**src/rtl/sw_hw_io_handshake.sv**
```systemverilog
// Purpose: HW endpoint of the SW->HW PIO mailbox; collects words into a ping-pong frame buffer (opt. macro IO_INPUT_SYNC_EN).
// Latency: a request sampled at edge N is acked on to_sw_sig after edge N (+2 cycles with IO_INPUT_SYNC_EN); rd_data is combinational.
// Backpressure: SW must wait for to_sw_sig!=0 and then drop to 0; a full write bank acks with code 3 and drops the word.
module sw_hw_io_handshake #(
  parameter int DATA_W = 9,
  parameter int DEPTH  = 16,
  parameter int AW     = $clog2(DEPTH)
) (
  input  logic              clk50,
  input  logic              reset,
  input  logic [1:0]        to_hw_sig,
  input  logic [DATA_W-1:0] to_hw_data,
  output logic [1:0]        to_sw_sig,
  input  logic [AW-1:0]     rd_addr,
  output logic [DATA_W-1:0] rd_data,
  output logic [AW:0]       frame_len,
  output logic              frame_valid
);

  typedef enum logic [1:0] {
    IDLE       = 2'd0,
    ACK_DATA   = 2'd1,
    ACK_COMMIT = 2'd2,
    ACK_ERR    = 2'd3
  } state_t;

  localparam logic [AW:0] PTR_FULL = (AW+1)'(DEPTH);
  localparam logic [AW:0] PTR_ONE  = (AW+1)'(1);

  logic [1:0]        req_sig;
  logic [DATA_W-1:0] req_data;

`ifdef IO_INPUT_SYNC_EN
  logic [1:0]        sig_meta_q, sig_meta_d, sig_sync_q, sig_sync_d;
  logic [DATA_W-1:0] data_meta_q, data_meta_d, data_sync_q, data_sync_d;

  // Next values of the two-stage input synchronizers.
  always_comb begin
    sig_meta_d  = to_hw_sig;
    sig_sync_d  = sig_meta_q;
    data_meta_d = to_hw_data;
    data_sync_d = data_meta_q;
  end

  // Two-flop synchronizers for the software-driven request and data.
  always_ff @(posedge clk50) begin
    if (!reset) begin
      sig_meta_q  <= '0;
      sig_sync_q  <= '0;
      data_meta_q <= '0;
      data_sync_q <= '0;
    end else begin
      sig_meta_q  <= sig_meta_d;
      sig_sync_q  <= sig_sync_d;
      data_meta_q <= data_meta_d;
      data_sync_q <= data_sync_d;
    end
  end

  assign req_sig  = sig_sync_q;
  assign req_data = data_sync_q;
`else
  assign req_sig  = to_hw_sig;
  assign req_data = to_hw_data;
`endif

  state_t            state_q, state_d;
  logic [AW:0]       ptr_q, ptr_d;
  logic [AW:0]       frame_len_q, frame_len_d;
  logic              bank_sel_q, bank_sel_d;
  logic              frame_valid_q, frame_valid_d;
  logic              wr_en;
  logic [DATA_W-1:0] mem_q [2][DEPTH];

  // Handshake FSM: act once on each idle->request transition, then hold the ack until SW returns to 0.
  always_comb begin
    state_d       = state_q;
    ptr_d         = ptr_q;
    frame_len_d   = frame_len_q;
    bank_sel_d    = bank_sel_q;
    frame_valid_d = 1'b0;
    wr_en         = 1'b0;
    case (state_q)
      IDLE: begin
        case (req_sig)
          2'd1: begin
            if (ptr_q == PTR_FULL) begin
              state_d = ACK_ERR;
            end else begin
              wr_en   = 1'b1;
              ptr_d   = ptr_q + PTR_ONE;
              state_d = ACK_DATA;
            end
          end
          2'd2: begin
            frame_len_d   = ptr_q;
            bank_sel_d    = ~bank_sel_q;
            ptr_d         = '0;
            frame_valid_d = 1'b1;
            state_d       = ACK_COMMIT;
          end
          2'd3: begin
            ptr_d   = '0;
            state_d = ACK_ERR;
          end
          default: state_d = IDLE;
        endcase
      end
      default: begin
        // Any nonzero code while acknowledging is the same request still held.
        if (req_sig == 2'd0) state_d = IDLE;
      end
    endcase
  end

  // Control state registers; reset discards any partial frame.
  always_ff @(posedge clk50) begin
    if (!reset) begin
      state_q       <= IDLE;
      ptr_q         <= '0;
      frame_len_q   <= '0;
      bank_sel_q    <= 1'b0;
      frame_valid_q <= 1'b0;
    end else begin
      state_q       <= state_d;
      ptr_q         <= ptr_d;
      frame_len_q   <= frame_len_d;
      bank_sel_q    <= bank_sel_d;
      frame_valid_q <= frame_valid_d;
    end
  end

  // Word write into the bank software is filling; the display bank is never written.
  always_ff @(posedge clk50) begin
    if (reset && wr_en) mem_q[bank_sel_q][ptr_q[AW-1:0]] <= req_data;
  end

  assign to_sw_sig   = state_q;
  assign frame_len   = frame_len_q;
  assign frame_valid = frame_valid_q;
  assign rd_data     = mem_q[~bank_sel_q][rd_addr];

endmodule

```
**config.mk**
```make
export PLATFORM = sky130hd
export DESIGN_NAME = sw_hw_io_handshake
export DESIGN_NICKNAME = d
export VERILOG_FILES = /design/src/rtl/sw_hw_io_handshake.sv
export SDC_FILE = /design/constraint.sdc
export NUM_CORES = 1
export LEC_CHECK = 0
export BUFFER_PORTS_ARGS = -buffer_cell sky130_fd_sc_hd__buf_2
export CAP_MARGIN = 20
export CORE_MARGIN = 5
export CORE_UTILIZATION = 50
export DETAILED_ROUTE_END_ITERATION = 10
export GPL_TIMING_DRIVEN = 1
export PLACE_DENSITY = 0.71
export SYNTH_ARGS = -nofsm -noshare
export SYNTH_HDL_FRONTEND = slang
export SYNTH_SLANG_ARGS = --single-unit
```
**constraint.sdc**
```tcl
create_clock -name clk50 -period 6.4 [get_ports clk50]
set_input_delay 0.32 -clock clk50 [delete_from_list [all_inputs] [get_ports clk50]]
set_output_delay 0.32 -clock clk50 [all_outputs]
set_load 0.005 [all_outputs]
```
==> flow_summary.ini <==
[run_status]
status = finished, final reports clean

[run]
maxCapViolations = 0

[timing]
skew_ns = 0.0168
slew_headroom = 0.245
finalCritPeriodShare = 0.541
max_freq_mhz = 289
maxSlewViolCount = 0
hold-worst-slack_ns = 0.145
fin_crit_ns = 3.46
final-setup-viol-count = 0
hold_violations = 0
tns_ns = 0
rsz0062_at_grt = no
worst_pin_slew_ns = 1.13

[floorplan]
initial_core_util = 0.504
chipHeight_um = 163
row_count = 56
io_pins = 34
dieArea_um2 = 26700
die_w_um = 163
coreArea_um2 = 23300

[synthesis]
synth-seq-cells = 302
yosys.cell_count.top_type = edfxtp_1
syn_nets = 550
synth_area_leaders = edfxtp_1 (74%), mux4_2 (17%), dfxtp_1 (2.4%), nor2_1 (1.1%), mux2_2 (0.86%)
synth_commonest_cells = edfxtp_1 (288), mux4_2 (90), nor2_1 (35)
syn_avg_cell_area_um2 = 22.2
postSynth.asyncResetShare = 0
synthCells = 529
yosysSeqAreaShare = 0.759
ys_warn_count = 0
synth_top_cell_by_area = edfxtp_1
synth_top_flop_cell = edfxtp_1
synth_edf_count = 288
ys_types = 33
netlist.area_leader.share = 0.735
synth_area_um2 = 11800

[global_routing]
grt_max_degree = 55
grt_use_met2 = 0.295
met1_usage = 0.259
grt_busiest_layer = met2
grt_pass1_vias = 5716
grt_pass1_wl_um = 36100
overflow = 0
grt.total_usage = 0.182
antenna_found_initial = 1
met3_usage = 0.0419

[drt]
wl_per_cell_um = 25.6
drt-initial-drc-count = 604
totalWireLength_um = 23300
viasPerCell = 5.95
route.detailed.drc = 0
first_pass_iters = 5
vias = 5433
ant_nets = 0

[worst_setup_path]
crit_type = in -> out
cp_data_required_time_ns = 6.08
crit_chain = buf_4 > buf_4 > mux4_2 > mux4_2 > mux2_2 > buf_2
critPathMaxFanout = 50
endpoint_kind = output port
critPathArrivalTime_ns = 3.14
critical_path.max_stage_delay_ns = 0.73
startpoint_type = input port
slowest_stage = buf_4

[clock_network]
cts_resized = 0
numCtsBuffers = 30
clkTransAtPathRegs_ns = 0.06
clock_latency_ns = 0.54
ctsRootBufferMaster = clkbuf_16
cts_hold_buffers = 0
cts_sinks = 302
htreeDepth = 1
post_cts_buffers = 0
cts_buffer_depth = 3
cts_tree = yes

[pwr]
powerDensity_nw_per_um2 = 310
power_mw = 4.10
power.leakage_nw = 4.12
vdd.ir_drop.worst_v = 0.000180

[placed_design]
placed_cell_area_um2 = 12200
dp.cells = 857
routabilityCongestion = 0.778
post-dp-hpwl_um = 14000
numPortBuffers = 33

[finish]
nets = 592
fillers = 1689
antennaDiodeCount = 0
syn2layout_area_growth_pct = 12.3
fin_cells = 913
drive_gt1_frac = 0.306
finish.instance_area_um2 = 13200

[min_path]
hold_class = in -> reg
-- power breakdown --
| group | total (mW) | leakage (nW) | switching (mW) | internal (mW) |
|---|---|---|---|---|
| Sequential | 2.17 | 2.70 | 0.00321 | 2.17 |
| Combinational | 0.193 | 0.932 | 0.109 | 0.0843 |
| Clock | 1.73 | 0.481 | 0.695 | 1.04 |
| Total | 4.10 | 4.12 | 0.807 | 3.29 |
-- worst paths after layout --
kind / startpoint / to / cells after the start / slack, ns
worst min-delay path: to_hw_sig[0] / to_sw_sig[0] / 3 / 0.15
worst max-delay path: rd_addr[0] / rd_data[4] / 6 / 2.94
worst min register to register: frame_len[3] / frame_len[3] / 2 / 0.49
worst max register to register: ptr_q[0] / mem_q[1][95] / 6 / 3.36
-- critical path: cells and delay by family --
kind,cells,cell delay [ns]
mux,3,1.34
buf+inv,3,1.42
-- state kept, by name, indices dropped and copies added, names as in the netlist --
register	cells
ptr_q	5
mem_q	288
bank_sel_q	1
to_sw_sig	2
frame_len	5
frame_valid	1
-- layer usage --
metal  part of all wire  wire (µm)
met1               0.41       9500
met2               0.49      11500
met3              0.083       1950
met4              0.016        382
met5                  0          0
-- final cells by class --
class / instances / area, µm² / area share
Clock buffer: 36 / 795 / 0.0602
Clock inverter: 19 / 190 / 0.0144
Inverter: 4 / 15.0 / 0.00114
Multi-Input combinational cell: 196 / 2680 / 0.203
Sequential cell: 302 / 8930 / 0.676
Tap cell: 319 / 399 / 0.0302
Timing Repair Buffer: 37 / 201 / 0.0153
-- cells in the final DEF, fill, tap and decap left out, types with 3 or more instances in the layout --
master     Yosys  layout
edfxtp_1     288     288
mux4_2        90      90
nor2_1        35      35
buf_2          1      32
clkbuf_16      0      31
dfxtp_1       14      14
mux2_2         9       9
nand3_1        9       9
nand2_1        7       7
o21ai_0        7       7
a21boi_0       7       7
clkinv_2       0       7
clkinv_1       0       6
clkbuf_1      12       5
inv_1          4       4
ha_1           4       4
bufinv_16      0       4
buf_4          7       4
nand3b_1       3       3
and2_1         3       3
o21a_1         3       3
-- kinds of logic (layout without fill, tap and decap cells) --
family | after synthesis | count (layout) | synth area share
flip-flops | 302 | 302 | 0.759
buffers and inverters | 31 | 96 | 0.0129
multiplexers | 99 | 99 | 0.181
adder cells (fa/ha/maj) | 4 | 4 | 0.00426
AND/OR/NAND/NOR | 67 | 67 | 0.0271
XOR/XNOR | 1 | 1 | 0.000745
AO/OA/AOI/OAI | 25 | 25 | 0.0147
-- metrics by stage --
stage                     worst slack (ns)   util
after floorplan                       4.10      -
after global placement                2.85  0.523
after detailed placement              2.83  0.523
after CTS                             2.83  0.566
after global routing                  2.66  0.566
final                                 2.94  0.566
(Power assumes the default switching activity.)
